### src/rtl/fmult.sv
// G.726 adaptive predictor FMULT stage: Q14 coefficient times 11-bit float sample,
// returning a 16-bit two's-complement partial product. Purely combinational.
module fmult (
  input  logic        clk,
  input  logic        reset,
  input  logic        scan_in0,
  input  logic        scan_in1,
  input  logic        scan_in2,
  input  logic        scan_in3,
  input  logic        scan_in4,
  input  logic        scan_enable,
  input  logic        test_mode,
  input  logic [15:0] AnBn,
  input  logic [10:0] SRnDQn,
  output logic        scan_out0,
  output logic        scan_out1,
  output logic        scan_out2,
  output logic        scan_out3,
  output logic        scan_out4,
  output logic [15:0] WAnWBn
);

  logic        an_s;
  logic [13:0] an_shift;
  logic [13:0] an_neg;
  logic [12:0] an_mag;
  logic [3:0]  an_exp;
  logic [18:0] an_norm;
  logic [5:0]  an_mant;

  logic        sr_s;
  logic [3:0]  sr_exp;
  logic [5:0]  sr_mant;

  logic        wan_s;
  logic [4:0]  wan_exp;
  logic [11:0] wan_prod;
  logic [7:0]  wan_mant;
  logic [14:0] wan_base;
  logic [14:0] wan_mag;

  // Clock, reset and DFT pins have no functional role; sink them to keep lint quiet.
  logic unused_pins;
  assign unused_pins = ^{clk, reset, scan_in0, scan_in1, scan_in2, scan_in3, scan_in4,
                         scan_enable, test_mode, AnBn[1:0], wan_prod[3:0]};

  assign scan_out0 = 1'b0;
  assign scan_out1 = 1'b0;
  assign scan_out2 = 1'b0;
  assign scan_out3 = 1'b0;
  assign scan_out4 = 1'b0;

  // Coefficient magnitude; the 8192 wrap makes AnBn = 0x8000 collapse to zero.
  assign an_s     = AnBn[15];
  assign an_shift = AnBn[15:2];
  assign an_neg   = 14'd0 - an_shift;
  assign an_mag   = an_s ? an_neg[12:0] : an_shift[12:0];

  always_comb begin
    an_exp = 4'd0;
    for (int i = 0; i < 13; i++) begin
      if (an_mag[i]) an_exp = 4'(i + 1);
    end
  end

  assign an_norm = {an_mag, 6'd0} >> an_exp;
  assign an_mant = (an_mag == 13'd0) ? 6'd32 : an_norm[5:0];

  assign sr_s    = SRnDQn[10];
  assign sr_exp  = SRnDQn[9:6];
  assign sr_mant = SRnDQn[5:0];

  assign wan_s    = sr_s ^ an_s;
  assign wan_exp  = {1'b0, sr_exp} + {1'b0, an_exp};
  // Max 63*63 + 48 = 4017, so 12 bits hold the rounded product without loss.
  assign wan_prod = ({6'd0, sr_mant} * {6'd0, an_mant}) + 12'd48;
  assign wan_mant = wan_prod[11:4];
  assign wan_base = {wan_mant, 7'd0};

  // Left shift for exponents above 26 deliberately wraps within 15 bits.
  always_comb begin
    if (wan_exp <= 5'd26) begin
      wan_mag = wan_base >> (5'd26 - wan_exp);
    end else begin
      wan_mag = wan_base << (wan_exp - 5'd26);
    end
  end

  assign WAnWBn = wan_s ? (16'd0 - {1'b0, wan_mag}) : {1'b0, wan_mag};

endmodule

### config.mk
export PLATFORM = sky130hd
export DESIGN_NAME = fmult
export DESIGN_NICKNAME = d
export VERILOG_FILES = /design/src/rtl/fmult.sv
export SDC_FILE = /design/constraint.sdc
export NUM_CORES = 1
export LEC_CHECK = 0
export BUFFER_PORTS_ARGS = -buffer_cell sky130_fd_sc_hd__buf_2
export CORE_MARGIN = 5
export CORE_UTILIZATION = 56
export DETAILED_ROUTE_END_ITERATION = 8
export PLACE_DENSITY = 0.81
export SLEW_MARGIN = 25
export SYNTH_ARGS = -nofsm -noshare
export SYNTH_HDL_FRONTEND = slang
export SYNTH_SLANG_ARGS = --single-unit
### constraint.sdc
create_clock -name vclk -period 9.36
set_input_delay 0.468 -clock vclk [all_inputs]
set_output_delay 0.468 -clock vclk [all_outputs]
set_load 0.02 [all_outputs]
==> summary.txt <==
Placement
  – Number of placed cells counting well taps: 702
  – Placer congestion estimate: 0.9646
  – Number of I/O port buffers: 41
  – Dpl ws: 0.1454 ns
  – Half-perimeter wire length after placement: 8848 um

Global routing
  – Gr ovfl total: 0
  – Antenna violations before repair: 0
  – Global-route wire length before repair: 18,320 um
  – Combined global-route utilization of all metal layers: 24.09%
  – Via count of the first global-routing pass: 4,001
  – Largest net degree at the start of global routing: 31

Hold path
  – Type of the tightest min-delay check: input pin to output port
  – Hold Crit Depth: 5
  – Hold path startpoint: SRnDQn[10]
  – Worst hold endpoint: WAnWBn[3]

Detailed routing
  – Initial DRC count: 341
  – Via count: 4,435
  – Initial DRT Pass Iterations: 5
  – Total DRC errors in the routed layout: 0
  – ANT nets after route: 0
  – Final Routed Wirelength: 11,070 um
  – Post-detailed-route wirelength per cell: 15.70 um
  – Routed via count divided by cell count: 6.291

Synth
  – Sequential share of the synthesized area: 0%
  – Biggest area contributors in the synthesized netlist: sky130_fd_sc_hd__ha_1 10%, sky130_fd_sc_hd__fa_1 9.6%, sky130_fd_sc_hd__xnor2_1 5.7%
  – Post-synth top area cell: sky130_fd_sc_hd__ha_1
  – Warnings, synthesis: 0
  – Gate count of the mapped netlist: 562
  – Area share of the leading cell type in the synthesized netlist: 10.39%
  – Syn_area_per_cell: 7.071 sq um
  – Combined area of all synthesized cells: 3974 sq um
  – Post-synth cell types: 77

Pwr
  – Max IR drop VDD: 0.2015 mV
  – P per Cell Area: 422.3 nW/um^2
  – Leakage: 2.020 nW
  – Power, Total: 0.001909 W

Timing
  – Fin crit period: 8.948 ns
  – Setup violation total in the final timing report: 0
  – Maximum operating frequency: 111.8 MHz
  – Crit path setup slack, layout: 0.4117 ns
  – TNS Setup: 0 ns
  – Number of failing hold endpoints at the final stage: 0
  – Slew at the pin closest to its max-slew limit: 0.9268 ns
  – Final Max Tran Viols: 0
  – Period Utilization, post-route: 95.60%
  – Unrepaired setup endpoints after global routing: false
  – Normalized max-slew margin: 37.77%

Final layout
  – Fraction of layout cells with a size suffix above 1: 20.03%
  – Number of nets in the layout: 699
  – Number of standard cells in the layout, taps in and fillers out: 705
  – Area grow syn2layout: 13.73%
  – Commonest non-fill, non-tap cell in the layout: sky130_fd_sc_hd__nand2_1
  – Number of filler cells placed in the layout: 591
  – Sequential Area: 0 sq um
  – Number of flip-flops and latches: 0
  – Number of inserted diodes: 0
  – Leading cell types in the layout, fill and taps excluded: 52 x sky130_fd_sc_hd__nand2_1, 47 x sky130_fd_sc_hd__inv_1, 40 x sky130_fd_sc_hd__nor2_1
  – Core occupancy in the finished layout: 65.79%
  – Clock Buffer Count: 0

Worst setup path
  – Kind of end point of the critical path: output port
  – Most frequent CP cell: sky130_fd_sc_hd__fa_1
  – Kind of launch point of the worst setup path: input pin
  – Critical-path maximum fanout: 7
  – Slowest stage cell on the critical path: sky130_fd_sc_hd__fa_1
  – Worst path arrival time: 8.48 ns
  – Data required time of the critical path: 8.89 ns
  – Max stage delay on crit path: 0.57 ns
  – Crit Path Class: input pin to output port

Floorplanning
  – Placement row count: 30
  – Number of top-level pins: 57
  – X dimension of the die: 94.24 um
  – Die Footprint: 8881 sq um
  – Core area: 6869 sq um
  – Initial core utilization: 57.85%
  – Height of the chip: 94.24 um

Run
  – Max-cap violations: 0

Outcome
  – Status: finished, final reports clean

CTS
  – Post-CTS Hold Fix Bufs: 0
## where the power goes
part           internal (W)  leakage (nW)  switching [W]
sequential                0             0              0
combinational      0.000788          2.02        0.00112
clock                     0             0              0
## worst max-delay path by stage
stage                        from  slack [ns]          to
after CTS                 AnBn[2]        0.12  WAnWBn[12]
after floorplan           AnBn[2]        0.05  WAnWBn[12]
after detailed placement  AnBn[2]        0.15  WAnWBn[11]
final                     AnBn[6]        0.41  WAnWBn[11]
after global routing      AnBn[6]        0.03  WAnWBn[12]
after global placement    AnBn[2]        0.26  WAnWBn[11]
## area by class of cell
cell class	instances	area [sq um]	share of cell area, %
Timing Repair Buffer	73	452.9	10.02
Tap cell	96	120.1	2.658
Multi-Input combinational cell	488	3764	83.28
Inverter	48	182.7	4.042
## logic make-up (layout without fill, tap and decap cells)
family	count (synthesis)	after routing	synth area share, %
compound gates	173	173	30.92
buf+inv	78	121	8.659
fa+ha+maj	52	52	19.96
simple gates	200	200	26.35
other cells	1	5	0.09437
mux	17	17	4.597
xor+xnor	41	41	9.414
## worst max-delay path, delay by kind of cell
| family | cells | cell delay, ns |
|---|---|---|
| adders and majority gates | 5 | 2.56 |
| AOI/OAI and AO/OA | 9 | 2.15 |
| and+or+nand+nor | 8 | 1.95 |
| muxes | 2 | 0.68 |
| buffers and inverters | 5 | 0.51 |
| xor gates and xnor gates | 1 | 0.16 |
## through the flow
| stage | hold WS (ns) | area, sq um |
|---|---|---|
| after floorplan | 1.285 | 3989 |
| after global placement | 1.506 | 4370 |
| after detailed placement | 1.534 | 4370 |
| after CTS | 1.534 | 4370 |
| after global routing | 1.573 | 4519 |
| final | 1.549 | 4519 |
## synthesized netlist by cell type (9+ instances only)
master / count
sky130_fd_sc_hd__nor2_1: 40
sky130_fd_sc_hd__and3_1: 9
sky130_fd_sc_hd__xnor2_1: 26
sky130_fd_sc_hd__inv_1: 47
sky130_fd_sc_hd__nand2_1: 52
sky130_fd_sc_hd__o21ai_0: 33
sky130_fd_sc_hd__a21oi_1: 37
sky130_fd_sc_hd__nand3_1: 17
sky130_fd_sc_hd__xor2_1: 13
sky130_fd_sc_hd__ha_1: 33
sky130_fd_sc_hd__mux2i_1: 10
sky130_fd_sc_hd__o211ai_1: 9
sky130_fd_sc_hd__clkbuf_1: 13
sky130_fd_sc_hd__fa_1: 19
sky130_fd_sc_hd__nor3_1: 17
sky130_fd_sc_hd__nor2b_1: 19
## repair_timing
action / 4_1_cts / 5_1_grt
resized for setup: 0 / 25
endpoints found under the setup margin: 0 / 15
buffers inserted: 0 / 3
## layer usage
metal | global-route usage, % | vias up | wire length [um]
li1 | - | 2130 | -
met4 | 2.768 | 0 | 98
met3 | 1.603 | 15 | 716
met5 | 0 | - | 0
met2 | 42.73 | 180 | 5493
met1 | 32.77 | 2110 | 4756
Note: power is estimated with default switching activity, not from simulation.
